### config.mk
export PLATFORM = sky130hd
export DESIGN_NAME = dcache_interface
export DESIGN_NICKNAME = d
export VERILOG_FILES = /design/src/rtl/drac_pkg.sv /design/src/rtl/dmem_load_align.sv /design/src/rtl/dcache_interface.sv
export SDC_FILE = /design/constraint.sdc
export NUM_CORES = 1
export LEC_CHECK = 0
export ABC_AREA = 1
export BUFFER_PORTS_ARGS = -buffer_cell sky130_fd_sc_hd__buf_2
export CAP_MARGIN = 25
export CORE_AREA = 2 2 152 154
export DETAILED_ROUTE_END_ITERATION = 12
export DIE_AREA = 0 0 154 156
export MAX_ROUTING_LAYER = met4
export PLACE_DENSITY_LB_ADDON = 0.12
export RECOVER_POWER = 50
export SYNTH_ARGS = -nofsm -noshare
export SYNTH_HDL_FRONTEND = slang
export SYNTH_SLANG_ARGS = --single-unit
export TNS_END_PERCENT = 20
### constraint.sdc
create_clock -name clk_i -period 1.65 [get_ports clk_i]
set_input_delay 0.165 -clock clk_i [delete_from_list [all_inputs] [get_ports clk_i]]
set_output_delay 0.165 -clock clk_i [all_outputs]
set_load 0.01 [all_outputs]
### src/rtl/drac_pkg.sv
// Shared types and constants for the load/store front end: FSM states,
// memory op/format encodings, dcache commands and RISC-V exception causes.
package drac_pkg;

  typedef enum logic [2:0] {
    IDLE = 3'd0,
    REQ  = 3'd1,
    S1   = 3'd2,
    WAIT = 3'd3,
    DONE = 3'd4
  } dcache_if_state_t;

  typedef enum logic [1:0] {
    MEM_LOAD  = 2'd0,
    MEM_STORE = 2'd1
  } mem_op_t;

  typedef enum logic [1:0] {
    BYTE  = 2'd0,
    HALF  = 2'd1,
    WORD  = 2'd2,
    DWORD = 2'd3
  } mem_format_t;

  localparam logic [4:0] M_XRD = 5'd0;
  localparam logic [4:0] M_XWR = 5'd1;

  localparam logic [3:0] CAUSE_MA_LD     = 4'd4;
  localparam logic [3:0] CAUSE_LD_ACCESS = 4'd5;
  localparam logic [3:0] CAUSE_MA_ST     = 4'd6;
  localparam logic [3:0] CAUSE_PF_LD     = 4'd13;
  localparam logic [3:0] CAUSE_PF_ST     = 4'd15;

  // Replicate the LSB lane of store data across the doubleword so the cache
  // can pick the lane selected by the byte address.
  function automatic logic [63:0] replicate_store(input mem_format_t fmt,
                                                  input logic [63:0] d);
    case (fmt)
      BYTE:    replicate_store = {8{d[7:0]}};
      HALF:    replicate_store = {4{d[15:0]}};
      WORD:    replicate_store = {2{d[31:0]}};
      default: replicate_store = d;
    endcase
  endfunction

endpackage

### src/rtl/dmem_load_align.sv
// Combinational load alignment: shift the raw doubleword right by the byte
// offset, then sign- or zero-extend from the access width.
module dmem_load_align
  import drac_pkg::*;
(
  input  mem_format_t fmt,
  input  logic        is_unsigned,
  input  logic [2:0]  offset,
  input  logic [63:0] raw,
  output logic [63:0] aligned
);

  logic [63:0] shifted;
  logic signed [7:0]  lane_b;
  logic signed [15:0] lane_h;
  logic signed [31:0] lane_w;

  assign shifted = raw >> {offset, 3'b000};
  assign lane_b  = shifted[7:0];
  assign lane_h  = shifted[15:0];
  assign lane_w  = shifted[31:0];

  // Extend the selected lane to 64 bits.
  always_comb begin
    aligned = shifted;
    case (fmt)
      BYTE:    aligned = is_unsigned ? {56'd0, lane_b} : 64'(lane_b);
      HALF:    aligned = is_unsigned ? {48'd0, lane_h} : 64'(lane_h);
      WORD:    aligned = is_unsigned ? {32'd0, lane_w} : 64'(lane_w);
      default: aligned = shifted;
    endcase
  end

endmodule

### src/rtl/dcache_interface.sv
// Blocking load/store front end between EXE and the data cache: one op in
// flight, reissue on nack, tag-filtered responses, exception reporting.
// Optional response watchdog enabled by defining DCACHE_TIMEOUT_EN.
module dcache_interface
  import drac_pkg::*;
#(
  parameter int TAG_WIDTH      = 8,
  parameter int TIMEOUT_CYCLES = 255
) (
  input  logic                 clk_i,
  input  logic                 rst_i,
  input  logic                 req_valid_i,
  output logic                 req_ready_o,
  input  logic [1:0]           req_op_i,
  input  logic [1:0]           req_format_i,
  input  logic                 req_unsigned_i,
  input  logic [39:0]          req_addr_i,
  input  logic [63:0]          req_data_i,
  input  logic [4:0]           req_rd_i,
  input  logic                 kill_i,
  output logic                 stall_o,
  output logic                 dmem_req_valid_o,
  input  logic                 dmem_req_ready_i,
  output logic [4:0]           dmem_req_cmd_o,
  output logic [39:0]          dmem_req_addr_o,
  output logic [1:0]           dmem_op_type_o,
  output logic [63:0]          dmem_req_data_o,
  output logic [TAG_WIDTH-1:0] dmem_req_tag_o,
  output logic                 dmem_req_kill_o,
  input  logic                 dmem_resp_valid_i,
  input  logic                 dmem_resp_replay_i,
  input  logic                 dmem_resp_nack_i,
  input  logic [TAG_WIDTH-1:0] dmem_resp_tag_i,
  input  logic [63:0]          dmem_resp_data_i,
  input  logic                 dmem_xcpt_ma_ld_i,
  input  logic                 dmem_xcpt_ma_st_i,
  input  logic                 dmem_xcpt_pf_ld_i,
  input  logic                 dmem_xcpt_pf_st_i,
  output logic                 resp_valid_o,
  output logic [4:0]           resp_rd_o,
  output logic [63:0]          resp_data_o,
  output logic                 xcpt_valid_o,
  output logic [3:0]           xcpt_cause_o
);

  dcache_if_state_t     state_q;
  mem_op_t              op_q;
  mem_format_t          fmt_q;
  logic                 uns_q;
  logic [39:0]          addr_q;
  logic [63:0]          data_q;
  logic [4:0]           rd_q;
  logic [TAG_WIDTH-1:0] tag_q;
  logic [63:0]          load_data;
  logic                 any_xcpt;
  logic [3:0]           cause;
  logic                 resp_hit;

`ifdef DCACHE_TIMEOUT_EN
  localparam int TO_W = $clog2(TIMEOUT_CYCLES + 1);
  logic [TO_W-1:0] to_cnt_q;
`else
  // No watchdog: WAIT holds until a matching response, a nack or a kill.
`endif

  dmem_load_align u_align (
    .fmt         (fmt_q),
    .is_unsigned (uns_q),
    .offset      (addr_q[2:0]),
    .raw         (dmem_resp_data_i),
    .aligned     (load_data)
  );

  assign any_xcpt = dmem_xcpt_ma_ld_i | dmem_xcpt_ma_st_i |
                    dmem_xcpt_pf_ld_i | dmem_xcpt_pf_st_i;
  assign resp_hit = (dmem_resp_valid_i | dmem_resp_replay_i) &&
                    (dmem_resp_tag_i == tag_q);

  // Misaligned faults win over page faults.
  always_comb begin
    cause = CAUSE_PF_ST;
    if (dmem_xcpt_ma_ld_i)      cause = CAUSE_MA_LD;
    else if (dmem_xcpt_ma_st_i) cause = CAUSE_MA_ST;
    else if (dmem_xcpt_pf_ld_i) cause = CAUSE_PF_LD;
  end

  assign req_ready_o      = (state_q == IDLE);
  assign stall_o          = ((state_q == IDLE) && req_valid_i) ||
                            (state_q == REQ) || (state_q == S1) || (state_q == WAIT);
  assign dmem_req_valid_o = (state_q == REQ);
  assign dmem_req_cmd_o   = (op_q == MEM_STORE) ? M_XWR : M_XRD;
  assign dmem_req_addr_o  = addr_q;
  assign dmem_op_type_o   = fmt_q;
  assign dmem_req_data_o  = replicate_store(fmt_q, data_q);
  assign dmem_req_tag_o   = tag_q;
  assign dmem_req_kill_o  = (state_q == S1) && kill_i && !rst_i;

  // Operation FSM with registered completion/exception outputs.
  always_ff @(posedge clk_i) begin
    if (rst_i) begin
      state_q      <= IDLE;
      op_q         <= MEM_LOAD;
      fmt_q        <= BYTE;
      uns_q        <= 1'b0;
      addr_q       <= '0;
      data_q       <= '0;
      rd_q         <= '0;
      tag_q        <= '0;
      resp_valid_o <= 1'b0;
      resp_rd_o    <= '0;
      resp_data_o  <= '0;
      xcpt_valid_o <= 1'b0;
      xcpt_cause_o <= '0;
`ifdef DCACHE_TIMEOUT_EN
      to_cnt_q     <= '0;
`endif
    end else begin
      resp_valid_o <= 1'b0;
      xcpt_valid_o <= 1'b0;
      case (state_q)
        IDLE: if (req_valid_i) begin
          op_q    <= mem_op_t'(req_op_i);
          fmt_q   <= mem_format_t'(req_format_i);
          uns_q   <= req_unsigned_i;
          addr_q  <= req_addr_i;
          data_q  <= req_data_i;
          rd_q    <= req_rd_i;
          tag_q   <= tag_q + 1'b1;
          state_q <= REQ;
        end
        REQ: begin
          if (kill_i)                state_q <= IDLE;
          else if (dmem_req_ready_i) state_q <= S1;
        end
        S1: begin
          if (kill_i) begin
            state_q <= IDLE;
          end else if (any_xcpt) begin
            state_q      <= DONE;
            resp_valid_o <= 1'b1;
            resp_rd_o    <= rd_q;
            resp_data_o  <= '0;
            xcpt_valid_o <= 1'b1;
            xcpt_cause_o <= cause;
          end else if (dmem_resp_nack_i) begin
            state_q <= REQ;
          end else if (op_q == MEM_STORE) begin
            state_q      <= DONE;
            resp_valid_o <= 1'b1;
            resp_rd_o    <= rd_q;
            resp_data_o  <= '0;
          end else begin
            state_q <= WAIT;
`ifdef DCACHE_TIMEOUT_EN
            to_cnt_q <= '0;
`endif
          end
        end
        WAIT: begin
          if (kill_i) begin
            state_q <= IDLE;
          end else if (resp_hit) begin
            state_q      <= DONE;
            resp_valid_o <= 1'b1;
            resp_rd_o    <= rd_q;
            resp_data_o  <= load_data;
          end else if (dmem_resp_nack_i) begin
            state_q <= REQ;
`ifdef DCACHE_TIMEOUT_EN
          end else if (to_cnt_q == TO_W'(TIMEOUT_CYCLES - 1)) begin
            state_q      <= DONE;
            resp_valid_o <= 1'b1;
            resp_rd_o    <= rd_q;
            resp_data_o  <= '0;
            xcpt_valid_o <= 1'b1;
            xcpt_cause_o <= CAUSE_LD_ACCESS;
          end else begin
            to_cnt_q <= to_cnt_q + 1'b1;
`endif
          end
        end
        default: state_q <= IDLE;
      endcase
    end
  end

endmodule

==> impl_metrics.py, run 1 <==
metrics = {
    "outcome": {
        "status": "finished with violations",
        "violations": "hold timing, setup timing",
    },
    "drt": {
        "vias_per_cell": 5.43,
        "drt-wirelength-per-cell_um": 17.8,
        "dr.pass1.iters": 6,
        "vias": 13300,
        "drt_iter0_markers": 1073,
        "ant_nets": 0,
        "wirelength_um": 43700,
        "remaining_drc_errors": 0,
    },
    "synthesis": {
        "yosys.area.top_type_share_pct": 38.1,
        "ys_seq_elements": 199,
        "netlist_area_um2": 10500,
        "synth_area_leaders": "dfxtp_1 38%, nand2_1 15%, a21oi_1 11%, o21ai_0 7.9%, nand3_1 7.1%",
        "netlist-cell-type-count": 39,
        "synth_compound_area_share_pct": 21.7,
        "yosysSeqAreaShare_pct": 38.1,
        "synth_top_family_by_area": "simple AND/OR/NAND/NOR gates",
        "synth_fa_ha_area_share_pct": 0.120,
        "synth_xor_area_share_pct": 0.0838,
        "synth_mux_area_share_pct": 0,
        "synth_area_per_cell_um2": 6.41,
        "synth_edf_count": 0,
        "synth_simple_gate_area_share_pct": 27.7,
        "ys_warn_count": 0,
        "synth_top_cell_by_area": "dfxtp_1",
        "synth_cells": 1630,
        "synthArstFlopShare_pct": 0,
        "synth-main-ff-cell": "dfxtp_1",
    },
    "timing": {
        "fin_tns_setup_ns": -16.60,
        "slew_headroom_pct": 64.1,
        "fin_skew_ns": 0.0133,
        "whs_ns": -0.00621,
        "post-route-period-util_pct": 120,
        "setup_ws_ns": -0.334,
        "min_period_ns": 1.98,
        "maxSlewViolCount": 0,
        "setup_viol": 121,
        "worstMarginPinSlew_ns": 0.539,
        "max_freq_mhz": 504,
        "hold_viol_final": 1,
        "rsz0062_at_grt": "yes",
    },
    "setup_path": {
        "crit_start": "data_q[7]",
        "critPathCaptureType": "output pin",
        "worstPathCellList": "inv_1 > nor2_2 > inv_1 > o21ai_2 > nor2_1 > a21oi_1 > buf_2",
        "cp_common_cell": "inv_1",
        "r2r_start": "dmem_req_tag_o[7]",
        "crit_type": "reg2out",
        "start_kind": "register",
        "path_max_fanout": 4,
        "cp_top_family": "flip-flops",
        "path_buf_inv": 3,
        "worstPathArrival_ns": 1.82,
        "critical_path.slowest_cell": "dfxtp_1",
        "max_stage_delay_ns": 0.46,
        "cp_data_required_time_ns": 1.48,
    },
    "placed_design": {
        "placed_area_um2": 13300,
        "io_buffers": 391,
        "place_congestion": 0.980,
        "place_ws_ns": -0.204,
        "hpwl_um": 29400,
    },
    "finish": {
        "drive_gt1_share_pct": 30.9,
        "fin_area_um2": 16100,
        "syn2layout_area_growth_pct": 54.3,
        "finalNetCount": 2351,
    },
    "clocking": {
        "numCtsBuffers": 17,
        "insertion_delay_ns": 0.46,
        "clkSinkCount": 199,
        "cts_htree_levels": 4,
        "path_clk_slew_ns": 0.08,
        "clockBufferDepth": 2,
        "cts_tree": "done",
        "cts-root-buf": "clkbuf_16",
    },
    "floorplanning": {
        "ioPinCount": 396,
        "fp.dieH_um": 156,
        "start_util_pct": 46.7,
        "dieArea_um2": 24000,
        "die_w_um": 154,
        "core_um2": 22400,
        "rows": 55,
    },
    "hold_path": {
        "worstHoldPathType": "in2reg",
        "worstHoldStart": "req_data_i[52]",
    },
    "global_routing": {
        "overflow": 0,
        "grt_max_degree": 113,
        "grt_pass1_wl_um": 62200,
        "antenna_found_initial": 2,
        "gr-usage-all-layers_pct": 33.5,
        "grt_pass1_vias": 12400,
    },
    "power": {
        "p_per_area_nw_per_um2": 976,
        "p_leak_nw": 7.31,
        "peakVddDrop_mv": 0.778,
    },
    "flow_run": {
        "max_cap_violations": 0,
    },
}
flip-flops by register name, summed over array words and instances (netlist names):
register	cells
resp_data_o	64
data_q	64
xcpt_cause_o	3
dmem_req_tag_o	8
state_q	3
uns_q	1
op_q	2
resp_valid_o	1
rd_q	5
dmem_req_addr_o	40
resp_rd_o	5
xcpt_valid_o	1
dmem_op_type_o	2
final cells by class:
class	count	area (um2)
Sequential cell	199	4000
Fill cell	1927	6240
Tap cell	285	357
Multi-Input combinational cell	1141	6050
Timing Repair Buffer	633	4440
Clock buffer	18	439
Inverter	160	618
Antenna cell	2	5.00
Clock inverter	14	219
cells by family after synthesis:
| family | count (synthesis) |
|---|---|
| flip-flops | 199 |
| AO/OA/AOI/OAI | 435 |
| buffers and inverters | 293 |
| adder cells (fa/ha/maj) | 1 |
| XOR/XNOR | 1 |
| AND/OR/NAND/NOR | 700 |
| other | 1 |
layer usage:
metal | vias to the layer above | share of wire [%] | global-route usage [%]
li1 | 6344 | - | -
met1 | 6148 | 37 | 37.8
met2 | 657 | 50 | 58.2
met3 | 155 | 7.2 | 4.69
met4 | 0 | 5.4 | 17.4
met5 | - | 0 | -
tightest hold or removal path: cells and delay by family:
family	cells	cell delay, ns
AO/OA/AOI/OAI	2	0.16
buffers and inverters	1	0.08
where the power goes:
| group | switching [mW] | leakage, nW | internal (mW) | total (mW) |
|---|---|---|---|---|
| combinational | 3.35 | 5.36 | 2.24 | 5.60 |
| sequential | 0.238 | 1.63 | 5.19 | 5.43 |
| clock | 2.19 | 0.320 | 2.53 | 4.72 |
| total | 5.78 | 7.31 | 9.96 | 15.7 |
Yosys cell counts (all sizes together), types with 7 or more instances:
master  number
inv        158
nor3         7
a21oi      224
o21ai      181
or2          7
dfxtp      199
nand2      419
clkbuf      64
buf         69
nand3      152
nor2       109
o211ai       8
metrics by stage:
stage          instances  total power [mW]  util (%)
2_1_floorplan       1633              8.13         -
3_3_place_gp        2299              10.1      59.3
3_5_place_dp        2299              10.1      59.3
4_1_cts             2418              15.1      67.1
5_1_grt             2452              16.4      72.1
6_report            2452              15.7      72.1
what timing repair did:
item,4_1_cts,5_1_grt
hold endpoints to repair,82,0
gates resized for setup,94,226
pin swaps,11,45
hold buffers,82,0
gates cloned,1,16
setup endpoints to repair,119,191
buffers inserted,6,17
final timing paths:
kind / end / slack [ns] / cells after the start
setup / recovery: dmem_req_data_o[47] / -0.33 / 7
hold / removal: data_q[52] / -0.006 / 3
hold reg to reg: data_q[48] / 0.45 / 2
setup reg to reg: resp_data_o[49] / -0.20 / 12
placed cells by master (no fill, tap or decap), types with 4 or more instances in the layout:
cell and n:
o211ai_1 8, nor2_4 18, conb_1 4, a21oi_2 17, nand2_1 391, nor2_2 22
or2_2 4, o21ai_1 44, inv_6 5, o21ai_2 13, dlygate4sd3_1 82, nand3_2 64
nand3_1 84, buf_2 264, buf_6 29, buf_12 22, nor2_1 69, nand3_4 4
o21ai_0 123, nand2_2 24, nor3_1 4, a21oi_1 207, clkbuf_1 121, inv_1 142
dfxtp_1 194, o221ai_1 4, inv_2 13, buf_4 100, clkbuf_16 28
Power figures use the tool's default switching activity.
==> inputs of run 2 (changes only) <==
--- a/config.mk
+++ b/config.mk
@@ -15,4 +15,5 @@
 export PLACE_DENSITY_LB_ADDON = 0.12
 export RECOVER_POWER = 50
+export SLEW_MARGIN = 20
 export SYNTH_ARGS = -nofsm -noshare
 export SYNTH_HDL_FRONTEND = slang
==> constraint.sdc (replaced) <==
create_clock -name clk_i -period 1.65 [get_ports clk_i]
set_input_delay 0.165 -clock clk_i [delete_from_list [all_inputs] [get_ports clk_i]]
set_output_delay 0.165 -clock clk_i [all_outputs]
set_load 0.005 [all_outputs]
==> run 2 against run 1 <==
  * The flow finishes with violations (setup timing)
  * Non-clock buffer count is 23 lower
  * Utilization is 2.2 points lower
  * Final cell count shrank 0.82%
  * Total power fell by 2.9%
  * Combinational power is 5.2% lower
  * Register-to-register slack improved by 0.05 ns
  * Count of clock-buffer cells in the layout shrank 1
  * Critical path depth rose by 2
  * Die area stayed put
  * Clock skew up 0.0026 ns
  * Via count is 2.0% lower
  * Critical endpoint is now dmem_req_data_o[42]
  * Largest cell class unchanged
==> impl_metrics.py, run 2 (synthesized netlist as in run 1, its figures left out) <==
metrics = {
    "power": {
        "power_frac_seq_pct": 35.5,
        "p_leak_nw": 7.35,
        "p_per_area_nw_per_um2": 978,
        "pwr-share-clk_pct": 29.7,
        "power.total_mw": 15.3,
        "switching_share_pct": 37.0,
        "comb_power_share_pct": 34.7,
        "peakVddDrop_mv": 0.636,
        "p_int_mw": 9.62,
        "switchingPower_mw": 5.66,
    },
    "setup_path": {
        "reg2reg_slack_ns": -0.15,
        "r2r_cells": 10,
        "path_depth": 9,
        "r2r_start": "dmem_req_tag_o[2]",
        "worstPathCellList": "nor2_4 > inv_4 > buf_8 > nor2_4 > inv_2 > o21ai_4 > nor2_1 > a21oi_1 > buf_2",
        "crit_start": "dmem_op_type_o[1]",
        "cp_common_cell": "nor2_4",
        "max_stage_delay_ns": 0.38,
        "path_max_fanout": 5,
        "r2r-end": "resp_data_o[57]",
        "crit_type": "reg2out",
        "path_buf_inv": 4,
        "critPathCaptureType": "output pin",
        "cp_top_family": "buffers and inverters",
        "crit_end": "dmem_req_data_o[42]",
        "worstPathArrival_ns": 1.73,
        "start_kind": "register",
        "critical_path.slowest_cell": "dfxtp_4",
        "cp_data_required_time_ns": 1.48,
    },
    "timing": {
        "whs_ns": 0.00330,
        "max_freq_mhz": 528,
        "maxSlewViolCount": 0,
        "slew_headroom_pct": 64.2,
        "hold_viol_final": 0,
        "post-route-period-util_pct": 115,
        "min_period_ns": 1.89,
        "setup_viol": 123,
        "setup_ws_ns": -0.243,
        "worstMarginPinSlew_ns": 0.536,
        "rsz0062_at_grt": "yes",
        "fin_skew_ns": 0.0159,
    },
    "drt": {
        "drt_iter0_markers": 1050,
        "drt-wirelength-per-cell_um": 17.3,
        "dr.pass1.iters": 5,
        "vias_per_cell": 5.36,
        "ant_nets": 0,
        "wirelength_um": 42100,
        "remaining_drc_errors": 0,
        "vias": 13000,
    },
    "placed_design": {
        "place_congestion": 1.01,
        "hpwl_um": 29300,
        "io_buffers": 391,
    },
    "floorplanning": {
        "rows": 55,
        "core_um2": 22400,
        "dieArea_um2": 24000,
        "start_util_pct": 46.7,
        "die_w_um": 154,
        "fp.dieH_um": 156,
        "ioPinCount": 396,
    },
    "global_routing": {
        "grt_max_degree": 113,
        "grt_pass1_wl_um": 61700,
        "grt_pass1_vias": 12200,
        "antenna_found_initial": 4,
        "gr-usage-all-layers_pct": 33.2,
        "overflow": 0,
    },
    "finish": {
        "finalNetCount": 2329,
        "n_fill_cell": 2000,
        "layout_commonest_cell": "nand2_1",
        "layout_common_cells": "391 x nand2_1, 308 x buf_2, 207 x a21oi_1",
        "syn2layout_area_growth_pct": 49.6,
        "drive_gt1_share_pct": 30.4,
    },
    "clocking": {
        "insertion_delay_ns": 0.45,
        "cts_tree": "done",
        "clkSinkCount": 199,
        "numCtsBuffers": 17,
        "clockBufferDepth": 2,
        "path_clk_slew_ns": 0.08,
        "cts-root-buf": "clkbuf_16",
        "cts_htree_levels": 4,
    },
    "outcome": {
        "status": "finished with violations",
        "violations": "setup timing",
    },
    "hold_path": {
        "worstHoldPathType": "in2reg",
        "worstHoldStart": "req_data_i[38]",
    },
    "flow_run": {
        "max_cap_violations": 0,
    },
}
-- run 2: worst min path at each step --
stage / end / slack, ns / depth (start not counted)
after floorplan: xcpt_cause_o[1] / 0.27 / 1
after global placement: xcpt_cause_o[1] / 0.37 / 2
after detailed placement: xcpt_cause_o[1] / 0.38 / 2
after CTS: data_q[54] / 0.0004 / 3
after global routing: data_q[54] / 0.01 / 3
final: data_q[38] / 0.003 / 3
-- run 2: routing by layer --
layer / wire [um] / GRT usage [%]
met1: 15700 / 37.2
met2: 21100 / 57.1
met3: 2860 / 5.28
met4: 2320 / 17.7
met5: 0 / -
-- run 2: power by group through the flow --
stage                     combinational [mW]  clock (mW)  sequential [mW]
after CTS                               4.74        4.57             5.40
after detailed placement                4.36           0             5.49
after global placement                  4.35           0             5.48
after global routing                    5.76        4.76             5.47
final                                   5.31        4.54             5.43
after floorplan                         2.49           0             5.47
-- run 2: worst min-delay path, cell delays in order --
cell     delay (ns)
buf_2          0.08
o21ai_0        0.07
a21oi_1        0.10
-- run 2: final cells by class --
type	instances	area (um2)	share of cell area [%]
tap	285	357	2.28
antenna	4	10.0	0.0640
inverter	160	628	4.02
multi-input combinational	1141	5860	37.5
clock inverter	15	211	1.35
sequential	199	4000	25.6
timing repair buffer	610	4130	26.4
timing repair inverter	1	8.76	0.0560
clock buffer	17	425	2.72
-- run 2: stage by stage --
step | setup slack, ns | setup TNS (ns) | instance area (um2) | utilization, % | cells
3_3_place_gp | -0.192 | -1.70 | 13200 | 58.9 | 2290
2_1_floorplan | 0.106 | 0 | 10500 | - | 1633
3_5_place_dp | -0.228 | -3.66 | 13200 | 58.9 | 2290
5_1_grt | -0.319 | -27.33 | 15600 | 69.9 | 2432
4_1_cts | -0.187 | -6.39 | 14800 | 66.2 | 2402
6_report | -0.243 | -15.69 | 15600 | 69.9 | 2432
-- run 2: timing repair --
| item | in CTS | in global routing |
|---|---|---|
| cloned | 1 | 10 |
| pin swaps | 5 | 12 |
| endpoints found under the setup margin | 125 | 201 |
| setup buffers | 12 | 17 |
| hold endpoints to repair | 68 | 0 |
| gates resized for setup | 82 | 169 |
| hold buffers | 68 | 0 |
==> inputs of run 3 (changes only) <==
--- a/config.mk
+++ b/config.mk
@@ -14,5 +14,4 @@
 export MAX_ROUTING_LAYER = met4
 export PLACE_DENSITY_LB_ADDON = 0.12
-export RECOVER_POWER = 50
 export SLEW_MARGIN = 20
 export SYNTH_ARGS = -nofsm -noshare
==> constraint.sdc (replaced) <==
create_clock -name clk_i -period 1.65 [get_ports clk_i]
set_input_delay 0.33 -clock clk_i [delete_from_list [all_inputs] [get_ports clk_i]]
set_output_delay 0.33 -clock clk_i [all_outputs]
set_load 0.005 [all_outputs]
==> run 3 against run 2 <==
  * The flow still finishes with violations (setup timing)
  * Sequential cell count unchanged
  * Largest cell class unchanged
  * Final cell count decreased by 4.0%
  * Combinational power decreased by 8.1%
  * Largest power group unchanged
  * Setup slack got worse by 0.14 ns
  * Total power decreased by 4.4%
  * First-iteration DRC count decreased by 10%
  * Critical path depth decreased by 2
==> impl_metrics.py, run 3 (synthesized netlist as in run 1, its figures left out) <==
metrics = {
    "outcome": {
        "status": "finished with violations",
        "violations": "setup timing",
    },
    "drt": {
        "wirelength_um": 38600,
        "dr.pass1.iters": 5,
        "remaining_drc_errors": 0,
        "ant_nets": 0,
        "vias": 12300,
        "vias_per_cell": 5.28,
        "drt_iter0_markers": 942,
        "drt-wirelength-per-cell_um": 16.5,
    },
    "clocking": {
        "clockBufferDepth": 2,
        "numCtsBuffers": 17,
        "clkSinkCount": 199,
        "holdBufCountCts": 0,
        "cts-root-buf": "clkbuf_16",
        "path_clk_slew_ns": 0.08,
        "cts_tree": "done",
        "cts_htree_levels": 4,
        "insertion_delay_ns": 0.45,
    },
    "placed_design": {
        "place_congestion": 0.994,
        "hpwl_um": 29400,
        "io_buffers": 391,
        "place_ws_ns": -0.196,
        "placed_area_um2": 13300,
        "placed_cells": 2296,
    },
    "setup_path": {
        "path_max_fanout": 14,
        "crit_type": "reg2out",
        "cp_data_required_time_ns": 1.32,
        "r2r-end": "resp_rd_o[4]",
        "max_stage_delay_ns": 0.37,
        "worstPathArrival_ns": 1.70,
        "start_kind": "register",
        "r2r_start": "dmem_req_tag_o[0]",
        "critical_path.slowest_cell": "dfxtp_4",
        "critPathCaptureType": "output pin",
        "reg2reg_slack_ns": -0.03,
        "worstPathCellList": "buf_8 > nand2_4 > buf_6 > nand2_1 > o21ai_2 > buf_4 > buf_2",
        "r2r_cells": 11,
    },
    "hold_path": {
        "hold_depth": 2,
        "whs_endpoint": "xcpt_cause_o[1]",
        "worstHoldStart": "dmem_xcpt_ma_ld_i",
        "worstHoldPathType": "in2reg",
    },
    "finish": {
        "n_fill_cell": 2161,
        "layout_commonest_cell": "nand2_1",
        "drive_gt1_share_pct": 31.3,
        "finalNetCount": 2232,
        "fin_area_um2": 14300,
        "instances_no_fill": 2335,
        "syn2layout_area_growth_pct": 36.9,
        "final_core_util_pct": 64.0,
        "layout_common_cells": "401 x nand2_1, 389 x buf_2, 216 x a21oi_1",
    },
    "timing": {
        "rsz0062_at_grt": "yes",
        "setup_ws_ns": -0.380,
        "post-route-period-util_pct": 123,
        "maxSlewViolCount": 0,
        "min_period_ns": 2.03,
        "hold_viol_final": 0,
        "fin_skew_ns": 0.0107,
        "setup_viol": 64,
        "max_freq_mhz": 493,
    },
    "floorplanning": {
        "fp.dieH_um": 156,
        "ioPinCount": 396,
        "die_w_um": 154,
        "dieArea_um2": 24000,
        "core_um2": 22400,
        "start_util_pct": 46.7,
        "rows": 55,
    },
    "global_routing": {
        "antenna_found_initial": 4,
        "gr-usage-all-layers_pct": 32.2,
        "grt_max_degree": 56,
        "overflow": 0,
        "grt_pass1_vias": 11400,
        "grt_pass1_wl_um": 59400,
    },
    "power": {
        "p_per_area_nw_per_um2": 1020,
        "peakVddDrop_mv": 0.735,
        "power.total_mw": 14.6,
        "p_leak_nw": 7.14,
    },
    "flow_run": {
        "max_cap_violations": 0,
    },
}
-- run 3: timing repair --
item / 4_1_cts / 5_1_grt
endpoints found under the hold margin: 0 / 0
gates cloned: 1 / 0
pin swaps: 5 / 1
setup endpoints to repair: 127 / 148
resized for setup: 92 / 53
buffers inserted: 2 / 0
-- run 3: final cells by class --
| cell class | count | area, um2 | area share (%) |
|---|---|---|---|
| Multi-Input combinational cell | 1141 | 5460 | 38.2 |
| Sequential cell | 199 | 4000 | 27.9 |
| Timing Repair Buffer | 514 | 3270 | 22.9 |
| Inverter | 160 | 614 | 4.29 |
| Clock buffer | 18 | 429 | 3.00 |
| Tap cell | 285 | 357 | 2.49 |
| Clock inverter | 14 | 174 | 1.22 |
| Antenna cell | 4 | 10.0 | 0.0699 |
-- run 3: stage by stage --
stage	setup TNS, ns	hold slack, ns
2_1_floorplan	-0.0296	0.425
3_3_place_gp	-2.22	0.433
3_5_place_dp	-3.44	0.440
4_1_cts	-15.17	0.0797
5_1_grt	-24.30	0.0983
6_report	-15.03	0.0913
-- run 3: critical path: cells and delay by family, from the launching register on --
kind                   cells  cell delay, ns
AND/OR/NAND/NOR            2            0.22
buffers and inverters      4            0.56
flip-flops                 1            0.37
AO/OA/AOI/OAI              1            0.09
-- run 3: where the power goes --
| part | total (mW) | internal, mW | leakage, nW | switching (mW) |
|---|---|---|---|---|
| clock | 4.33 | 2.08 | 0.289 | 2.26 |
| combinational | 4.88 | 1.96 | 5.23 | 2.92 |
| sequential | 5.40 | 5.19 | 1.63 | 0.214 |
| total | 14.6 | 9.22 | 7.14 | 5.40 |
-- run 3: per-layer routing --
layer | GRT usage, % | part of all wire [%]
met5 | - | 0
met4 | 14.7 | 3.9
met3 | 5.53 | 6.7
met2 | 55.0 | 50
met1 | 37.2 | 39
-- run 3: how the worst max path moves through the flow --
| stage | from | slack [ns] | depth (start not counted) | to |
|---|---|---|---|---|
| 4_1_cts | dmem_op_type_o[1] | -0.36 | 8 | dmem_req_data_o[42] |
| 3_5_place_dp | dmem_op_type_o[1] | -0.20 | 6 | dmem_req_data_o[32] |
| 5_1_grt | dmem_op_type_o[1] | -0.44 | 7 | dmem_req_data_o[44] |
| 3_3_place_gp | dmem_op_type_o[1] | -0.12 | 6 | dmem_req_data_o[32] |
| 6_report | dmem_op_type_o[1] | -0.38 | 7 | dmem_req_data_o[32] |
| 2_1_floorplan | dmem_op_type_o[1] | -0.005 | 6 | dmem_req_data_o[56] |
